$ cat config.mk
export PLATFORM = sky130hd
export DESIGN_NAME = mul_div_sequencer_flat
export DESIGN_NICKNAME = d
export VERILOG_FILES = /design/src/rtl/mul_div_if.sv /design/src/rtl/mul_div_sequencer.sv /design/src/flat_wrapper.sv
export SDC_FILE = /design/constraint.sdc
export NUM_CORES = 2
export LEC_CHECK = 0
export CAP_MARGIN = 20
export CORE_ASPECT_RATIO = 1.2
export CORE_MARGIN = 8
export CORE_UTILIZATION = 40
export CTS_BUF_LIST = sky130_fd_sc_hd__clkbuf_4
export CTS_CLUSTER_DIAMETER = 50
export DETAILED_ROUTE_END_ITERATION = 6
export SKIP_CTS_REPAIR_TIMING = 1
export SLEW_MARGIN = 30
export SYNTH_ARGS = -nofsm -noshare
export SYNTH_HDL_FRONTEND = slang
export SYNTH_SLANG_ARGS = --single-unit
$ cat constraint.sdc
create_clock -name clk -period 62.1 [get_ports clk]
set_input_delay 12.42 -clock clk [delete_from_list [all_inputs] [get_ports clk]]
set_output_delay 12.42 -clock clk [all_outputs]
set_load 0.01 [all_outputs]
$ cat src/rtl/mul_div_if.sv
// Operand/result bundle between the execute-stage control and the iterative
// multiply/divide sequencer.
interface mul_div_if #(
   parameter int WIDTH = 64
);
   logic             start;
   logic [2:0]       op;
   logic [WIDTH-1:0] a;
   logic [WIDTH-1:0] b;
   logic             busy;
   logic             done;
   logic [WIDTH-1:0] result;
   logic             div_by_zero;

   modport master (
      output start, op, a, b,
      input  busy, done, result, div_by_zero
   );

   modport slave (
      input  start, op, a, b,
      output busy, done, result, div_by_zero
   );
endinterface

$ cat src/rtl/mul_div_sequencer.sv
// Iterative shift-add multiplier / restoring divider covering MUL, SMULH,
// UMULH, SDIV and UDIV; signed ops run on magnitudes with a final sign fix.
//
//   state  | meaning
//   -------+------------------------------------------------------------
//   S_IDLE | waiting for start
//   S_RUN  | one multiply/divide bit per cycle, WIDTH cycles
//   S_FIX  | sign fix and result select, result registered on exit
//   S_DONE | one-cycle done pulse; start here chains the next operation
module mul_div_sequencer #(
   parameter int WIDTH = 64
) (
   input logic    clk,
   input logic    reset,
   mul_div_if.slave bus
);

   localparam int CNT_W = $clog2(WIDTH + 1);

   localparam logic [2:0] OP_MUL   = 3'b000;
   localparam logic [2:0] OP_SMULH = 3'b001;
   localparam logic [2:0] OP_UMULH = 3'b010;
   localparam logic [2:0] OP_SDIV  = 3'b011;
   localparam logic [2:0] OP_UDIV  = 3'b100;

   typedef enum logic [1:0] {
      S_IDLE = 2'd0,
      S_RUN  = 2'd1,
      S_FIX  = 2'd2,
      S_DONE = 2'd3
   } state_t;

   state_t state, state_nxt;

   logic [2:0]         op_q;
   logic               neg_q;
   logic [CNT_W-1:0]   cnt;
   logic [2*WIDTH-1:0] mcand;
   logic [2*WIDTH-1:0] prod;
   logic [WIDTH-1:0]   mplier;
   logic [WIDTH-1:0]   rem;
   logic [WIDTH-1:0]   quot;
   logic [WIDTH-1:0]   dvsr;
   logic [WIDTH-1:0]   result_q;
   logic               dbz_q;

   logic               is_signed_op;
   logic               is_div_op;
   logic               op_illegal;
   logic               div_zero;
   logic               accept;
   logic               short_path;
   logic [WIDTH-1:0]   a_mag;
   logic [WIDTH-1:0]   b_mag;
   logic [WIDTH:0]     rem_sh;
   logic [WIDTH:0]     trial;
   logic [WIDTH-1:0]   smulh_hi;
   logic [WIDTH-1:0]   fix_result;

   always_comb begin
      is_signed_op = (bus.op == OP_SMULH) || (bus.op == OP_SDIV);
      is_div_op    = (bus.op == OP_SDIV) || (bus.op == OP_UDIV);
      op_illegal   = (bus.op > OP_UDIV);
      div_zero     = is_div_op && (bus.b == '0);
      a_mag        = (is_signed_op && bus.a[WIDTH-1]) ? -bus.a : bus.a;
      b_mag        = (is_signed_op && bus.b[WIDTH-1]) ? -bus.b : bus.b;
   end

   always_ff @(posedge clk or posedge reset) begin
      if (reset) state <= S_IDLE;
      else       state <= state_nxt;
   end

   always_comb begin
      state_nxt  = state;
      accept     = 1'b0;
      short_path = op_illegal || div_zero;
      case (state)
         S_IDLE, S_DONE: begin
            state_nxt = S_IDLE;
            if (bus.start) begin
               accept    = 1'b1;
               state_nxt = short_path ? S_DONE : S_RUN;
            end
         end
         S_RUN:   if (cnt == CNT_W'(1)) state_nxt = S_FIX;
         S_FIX:   state_nxt = S_DONE;
         default: state_nxt = S_IDLE;
      endcase
   end

   always_comb begin
      rem_sh = {rem, quot[WIDTH-1]};
      trial  = rem_sh - {1'b0, dvsr};
      // Upper half of the negated product: only a zero lower half carries in.
      smulh_hi = ~prod[2*WIDTH-1:WIDTH] +
                 {{(WIDTH-1){1'b0}}, (prod[WIDTH-1:0] == '0)};
      case (op_q)
         OP_MUL:   fix_result = prod[WIDTH-1:0];
         OP_UMULH: fix_result = prod[2*WIDTH-1:WIDTH];
         OP_SMULH: fix_result = neg_q ? smulh_hi : prod[2*WIDTH-1:WIDTH];
         OP_UDIV:  fix_result = quot;
         OP_SDIV:  fix_result = neg_q ? -quot : quot;
         default:  fix_result = '0;
      endcase
   end

   always_ff @(posedge clk or posedge reset) begin
      if (reset) begin
         op_q     <= '0;
         neg_q    <= 1'b0;
         cnt      <= '0;
         mcand    <= '0;
         prod     <= '0;
         mplier   <= '0;
         rem      <= '0;
         quot     <= '0;
         dvsr     <= '0;
         result_q <= '0;
         dbz_q    <= 1'b0;
      end else if (accept) begin
         op_q   <= bus.op;
         neg_q  <= is_signed_op && (bus.a[WIDTH-1] ^ bus.b[WIDTH-1]);
         cnt    <= CNT_W'(WIDTH);
         mcand  <= {{WIDTH{1'b0}}, a_mag};
         prod   <= '0;
         mplier <= b_mag;
         rem    <= '0;
         quot   <= a_mag;
         dvsr   <= b_mag;
         dbz_q  <= div_zero;
         if (short_path) result_q <= '0;
      end else if (state == S_RUN) begin
         // Multiply and divide datapaths both step; op_q picks one at FIX.
         cnt    <= cnt - CNT_W'(1);
         mcand  <= mcand << 1;
         mplier <= mplier >> 1;
         if (mplier[0]) prod <= prod + mcand;
         if (!trial[WIDTH]) begin
            rem  <= trial[WIDTH-1:0];
            quot <= {quot[WIDTH-2:0], 1'b1};
         end else begin
            rem  <= rem_sh[WIDTH-1:0];
            quot <= {quot[WIDTH-2:0], 1'b0};
         end
      end else if (state == S_FIX) begin
         result_q <= fix_result;
      end
   end

   assign bus.busy        = (state == S_RUN) || (state == S_FIX);
   assign bus.done        = (state == S_DONE);
   assign bus.result      = result_q;
   assign bus.div_by_zero = dbz_q;

endmodule
$ cat src/flat_wrapper.sv
// flat-port wrapper written by rule: the top's interface ports become plain ports
module mul_div_sequencer_flat 
#(
   parameter int WIDTH = 64
)
  (clk, reset, bus_start, bus_op, bus_a, bus_b, bus_busy, bus_done, bus_result, bus_div_by_zero);
  mul_div_if #(.WIDTH(WIDTH)) bus_i ();
  input logic clk;
  input logic reset;
  input wire logic [$bits(bus_i.start)-1:0] bus_start;
  input wire logic [$bits(bus_i.op)-1:0] bus_op;
  input wire logic [$bits(bus_i.a)-1:0] bus_a;
  input wire logic [$bits(bus_i.b)-1:0] bus_b;
  output wire logic [$bits(bus_i.busy)-1:0] bus_busy;
  output wire logic [$bits(bus_i.done)-1:0] bus_done;
  output wire logic [$bits(bus_i.result)-1:0] bus_result;
  output wire logic [$bits(bus_i.div_by_zero)-1:0] bus_div_by_zero;
  assign bus_i.start = bus_start;
  assign bus_i.op = bus_op;
  assign bus_i.a = bus_a;
  assign bus_i.b = bus_b;
  assign bus_busy = bus_i.busy;
  assign bus_done = bus_i.done;
  assign bus_result = bus_i.result;
  assign bus_div_by_zero = bus_i.div_by_zero;
  mul_div_sequencer #(.WIDTH(WIDTH)) u_core (.clk(clk), .reset(reset), .bus(bus_i));
endmodule
# [Yosys cells after proc, flatten, opt, wreduce, memory -nomap -nowiden]
# Cells that the tools add are included.
[totals] ff_bits=590 input_bits=134 wordCells=84 output_inout_bits=67
[op_classes] magnitude_cmp=1 bitwise_logic=2 muxes=30 n_reduce_logical=18 addsub=7 n_eq_ne=14
[ops] op="64-bit two-way mux" count=15
[ops] op="128-bit two-way mux" count=5
[ops] op="64-bit case mux with 5 select lines" count=1
[ops] op="64-bit negator" count=3
[ops] op="128-bit adder" count=1
[ops] op="64-bit logical NOT" count=2
[ops] op="65-bit by 64-bit subtractor with 65-bit output" count=1
[ops] op="64-bit by 1-bit adder with 64-bit output" count=1
[ops] op="64-bit inverter" count=1
[ops] op="7-bit two-way mux" count=2
[ops] op="3-bit by 2-bit == test with 1-bit output, second input constant" count=3
[ops] op="7-bit by 1-bit == test with 1-bit output, second input constant" count=1
[ops] op="7-bit by 1-bit subtractor with 7-bit output, second input constant" count=1
[ops] op="3-bit by 1-bit == test with 1-bit output, second input constant" count=2
[ops] op="3-bit == test, second input constant" count=2
[ops] op="2-bit two-way mux" count=3
[ops] op="2-bit case mux with 3 select lines" count=1
[ops] op="2-bit nonzero test" count=3
[ops] op="2-bit == test, second input constant" count=2
[ops] op="1-bit logical AND" count=4
[ops] op="1-bit logical OR" count=4
[ops] op="2-bit by 1-bit inequality test with 1-bit output, second input constant" count=2
[ops] op="3-bit > comparator, second input constant" count=1
[ops] op="3-bit logical NOT" count=1
[ops] op="8 further kinds" count=10

# [Depth between registers and ports, before layout]
[depth] word_depth=7 ltp_mapped=17 depth_no_buf=15

# [Worst setup path before layout]
# No wires, ideal clock.
[synth_timing] path_type="input-to-reg" startpoint="in bus_a[16]" endpoint="reg u_core.mcand[63]" cell_stages=11 t_required_ps=62034 path_slack_ps=46780 arrival_time_ps=15254 path_buffers=0 setup_ps=66 path_cell_list="or4_1 -> nor3_1 -> nand3_1 -> or4b_2 -> nand2b_1 -> nand2b_1 -> nor2_1 -> nand2_1 -> o41ai_1 -> and3_1 -> o32a_1"
[synth_between] elab_chain_cells=3
[synth_rtl] item="start: declaration" line="flat_wrapper.sv:12" rtl="input wire logic [$bits(bus_i.a)-1:0] bus_a;"
[synth_rtl] item="64-bit negator" line="mul_div_sequencer.sv:65" rtl="a_mag = (is_signed_op && bus.a[WIDTH-1]) ? -bus.a : bus.a;"
[synth_rtl] item="64-bit two-way mux" line="mul_div_sequencer.sv:65"
[synth_rtl] item="128-bit two-way mux" line="mul_div_sequencer.sv:121" rtl="end else if (accept) begin"
[synth_rtl] item="end signal: assignment" line="mul_div_sequencer.sv:125" rtl="mcand <= {{WIDTH{1'b0}}, a_mag};"
[synth_rtl] item="end signal: assignment" line="mul_div_sequencer.sv:136" rtl="mcand <= mcand << 1;"
[synth_rtl] item="end: declaration" line="mul_div_sequencer.sv:38" rtl="logic [2*WIDTH-1:0] mcand;"
# Every way passes these cells.
# A chain may end at the register's enable or synchronous reset.

# [Final worst setup path]
[layout_timing] startpoint="in bus_b[0]" endpoint="reg u_core.mplier[55]"
[layout_between] elab_chain_cells=3
[layout_rtl] item="start: declaration" line="flat_wrapper.sv:13" rtl="input wire logic [$bits(bus_i.b)-1:0] bus_b;"
[layout_rtl] item="64-bit negator" line="mul_div_sequencer.sv:66" rtl="b_mag = (is_signed_op && bus.b[WIDTH-1]) ? -bus.b : bus.b;"
[layout_rtl] item="64-bit two-way mux" line="mul_div_sequencer.sv:66"
[layout_rtl] item="64-bit two-way mux" line="mul_div_sequencer.sv:121"
[layout_rtl] item="end signal: assignment" line="mul_div_sequencer.sv:127" rtl="mplier <= b_mag;"
[layout_rtl] item="end signal: assignment" line="mul_div_sequencer.sv:137" rtl="mplier <= mplier >> 1;"
[layout_rtl] item="end: declaration" line="mul_div_sequencer.sv:40" rtl="logic [WIDTH-1:0] mplier;"
# Every way passes these cells.

==> results list <==
* Run status: complete, but fails checks
* Failing checks: design-rule violations
- The total count of max-transition violations in the final report came to 0.
- Root cell of the clock tree: clkbuf_4
* Number of warnings printed during yosys synthesis: 0
* Routed WL per cell: 21.9 um
- Critical setup path kind: in2reg
- The final layout contains routed wiring with a total length of 153000 um.
* Number of max-cap violations: 0
- Relative to the synthesized area, the layout overhead comes to 12.0%.
- The final route contains 41400 vias.
- Number of buffer cells added on primary ports: 200
* Antenna-violating nets left: 0
- The net count of the finished layout is 5799.
* R2r setup slk: 55.99 ns
- Worst R2R Start: u_core.quot[63]$_DFFE_PP0P_
- Entering global routing, the biggest net connects 218 pins.
- Subtracting the final worst setup slack from the clock period gives 15.36 ns.
- The finished layout holds 7001 standard cells, fillers aside.
- Post-synthesis sequential area ratio: 0.340
* Tightest Pin Transition: 1.07 ns
- Initial cell density of the core: 0.403
* Post-route fraction of the period consumed by the critical path: 0.247
- I/O pin total: 201
- Via-per-instance ratio: 5.91
- Detailed placement finished with a half-perimeter wire length of 115000 um.
* Maximum vdd drop: 37.3 uV
- Counting flops and latches in the post-synthesis netlist gives 590.
- Clock Latency Late Sink: 1.15 ns
- Tightest Hold Check Type: reg2reg
- In the routed design, unresolved DRC markers number 4.
* RSZ-0062 raised after global routing: false
- In this run the static leakage power is 20.5 nW.
- In this run the core area contains 132 standard-cell rows.
- Proportion of register bits with asynchronous set or reset after synthesis: 1.00
* Post-synth cell types: 84
- Tracing the worst setup path back leads to its startpoint at bus_b[0].
- After synthesis, the mean cell area works out to 8.07 um^2.
- Critical Path AT: 16.32 ns
- Detailed Route Iter0 Violations: 3321
- Vias in the first global route: 40200
* Most common cell type on the critical path: nand2_1
* Die Y-Extent: 377 um
- Number of enable-type register cells in the synthesized netlist: 0
- The worst pin sits at a relative slew slack of 0.287.
- First-pass GRT wire length: 235000 um
- Across the routed clock network, the largest skew measured is 0.0757 ns.
- The longest clock path from root to sink contains 3 buffers.
- Top achievable clock speed: 0.0651 GHz
- Counting every sink on the clock net gives 590.
* Area of the core: 108000 um^2
- Slowest cell on the critical path: nor3_1
* CP Max Fanout: 7
- Following the worst setup path forward leads to its endpoint at u_core.mplier[55]$_DFFE_PP0P_.
- The worst setup path is captured at a register.
- In this run the power density over the cells is 52.0 nW/um^2.
- The mapped netlist covers 43400 um^2.
* Crit-path cells: clkdlybuf4s50_1 -> nor3_1 -> nand2_1 -> or4_1 -> nor2_1 -> nand2_1 -> nor2_1 -> nand2_1 -> nor3_1 -> nand2_1 -> o41ai_1 -> xor2_1 -> a21oi_1
* Required time of the critical path: 63.06 ns
- Routability Congestion: 0.999
- Post-synth top area cell: dfrtp_1
- In the post-synthesis netlist, the biggest area contributors are dfrtp_1, a21oi_1, mux2i_1.
- Synthesized instance count: 5381
- The startpoint identified for the worst hold timing path is u_core.bus.result[13]$_DFFE_PP0P_.
- Type of element launching the critical path: input pin
* Clock transition at path regs: 0.06 ns
* Setup TNS after final layout: 0 ns
- The worst register-to-register path ends at u_core.rem[15]$_DFFE_PP0P_.
- The final count of hold timing violations is 0.
- In the global route stage, overall resource usage came out at 0.250.
- Horizontal extent of the die: 317 um
- Most used flip-flop cell after synthesis: dfrtp_1
- The largest single stage delay on the critical path is 0.80 ns.
- TritonCTS clock tree: yes
* Number of buffers created by CTS: 167
* Endpoints failing setup: 0
* Length of the first detailed-routing pass in iterations: 7
* Net count of the mapped netlist: 5718
- The H-tree generated during clock tree synthesis spans 4 levels.
- After global routing the overflow that remains totals 0.
* Number of cell instances on the worst register-to-register path: 17
- Of the cells placed in the final design, the portion with a size suffix greater than 1 is 0.0679.
* Share of the synthesized area in the top cell type: 0.340
- Die area: 119000 um^2
- In this run, placement finished with an instance count of 6698.
- The initial antenna violation count came to 16.
==> where the power goes <==
group          internal [W]  switching (W)  leakage, nW  total (W)
Clock              0.000188       0.000175         1.24   0.000363
Sequential         0.000527       0.000176         7.35   0.000703
Combinational      0.000556       0.000904         11.9    0.00146
Total               0.00127        0.00126         20.5    0.00253
==> final cells by class <==
class	instances	area, um^2
Clock inverter	53	309
Timing Repair Buffer	251	2490
Fill cell	10900	59200
Multi-Input combinational cell	4290	26900
Antenna cell	11	27.5
Sequential cell	590	14800
Clock buffer	237	1780
Tap cell	1407	1760
Inverter	162	616
==> through the flow <==
step | cell area [um^2] | power (W) | setup WS [ns] | utilization | hold WS [ns]
floorplan | 43400 | 0.00170 | 33.17 | - | 0.451
global route | 48600 | 0.00272 | 46.51 | 0.451 | 0.496
finish | 48600 | 0.00253 | 46.74 | 0.451 | 0.473
detailed placement | 46400 | 0.00214 | 45.61 | 0.431 | 0.468
CTS | 48500 | 0.00252 | 46.79 | 0.450 | 0.483
global placement | 46400 | 0.00213 | 45.66 | 0.430 | 0.463
==> logic make-up (layout without fill, tap and decap cells) <==
kind of cell / Yosys count / after routing / share of synthesized area
other cells: 0 / 11 / 0
flops: 590 / 590 / 0.340
xor+xnor: 372 / 372 / 0.0750
fa+ha+maj: 203 / 203 / 0.0588
mux: 254 / 254 / 0.0586
compound gates: 1827 / 1827 / 0.249
buf+inv: 501 / 703 / 0.0435
simple gates: 1634 / 1634 / 0.175
==> layout by cell type, fill, tap and decap left out, types with 61 or more instances in the layout <==
master             n
a211oi_1          88
a21o_1           109
a21oi_1          802
clkbuf_4         237
clkdlybuf4s50_1  200
dfrtp_1          586
ha_1             200
inv_1            160
mux2i_1          253
nand2_1          504
nand3_1           66
nand4_1           77
nor2_1           521
nor2b_1          100
nor3_1            94
o21ai_0          404
o31ai_1           61
xnor2_1          209
xor2_1           163
==> state kept, by name (all words and copies together) (netlist names) <==
| register | flops |
|---|---|
| u_core.prod | 128 |
| u_core.quot | 64 |
| u_core.bus.div_by_zero | 1 |
| u_core.state | 2 |
| u_core.mplier | 64 |
| u_core.mcand | 128 |
| u_core.dvsr | 64 |
| u_core.op_q | 3 |
| u_core.bus.result | 64 |
| u_core.neg_q | 1 |
| u_core.cnt | 7 |
| u_core.rem | 64 |
==> worst min path at each step <==
stage | endpoint | slack [ns] | cells after the start
after global placement | u_core.bus.result[57]$_DFFE_PP0P_ | 0.46 | 2
after detailed placement | u_core.bus.result[5]$_DFFE_PP0P_ | 0.47 | 2
after floorplan | u_core.mplier[63]$_DFFE_PP0P_ | 0.45 | 2
final | u_core.bus.result[13]$_DFFE_PP0P_ | 0.47 | 2
after global routing | u_core.bus.result[13]$_DFFE_PP0P_ | 0.50 | 2
after CTS | u_core.bus.result[5]$_DFFE_PP0P_ | 0.48 | 2
==> routing by layer <==
layer,part of all wire,up-vias,GRT usage
met4,0.050,12,0.125
met3,0.074,378,0.0469
met5,0.00048,-,0
met1,0.42,19800,0.317
li1,-,19700,-
met2,0.46,1527,0.405
==> critical path: cells and delay by family <==
family	cells	cell delay (ns)
xor gates and xnor gates	1	0.23
and+or+nand+nor	9	2.75
AOI/OAI and AO/OA	2	0.45
buffers and inverters	1	0.46
==> cells in the mapped netlist, types with 7 or more instances <==
master	n
o21a_1	23
and2_1	12
a31oi_1	46
a21boi_0	12
nand3_1	67
inv_1	161
a21oi_1	803
and3_1	24
o211ai_1	14
nor3b_1	17
or3_1	43
a22o_1	19
o21ai_1	11
o21ai_0	404
nor2_1	527
and4_1	7
nand4_1	77
o311ai_0	8
nor4_1	45
o41ai_1	25
a41oi_1	9
o221ai_1	12
nor3_1	95
xnor2_1	209
or4_1	19
nor2b_1	100
a221o_1	11
o31ai_1	61
dfrtp_1	590
nand3b_1	8
clkbuf_1	308
a221oi_1	11
buf_1	28
o21bai_1	41
o31a_1	15
ha_1	201
or2_2	17
nand2_1	507
a21o_1	109
nand2b_1	43
mux2i_1	253
xor2_1	163
a31o_2	7
a211oi_1	88
o22ai_1	47
(Power assumes the default switching activity.)
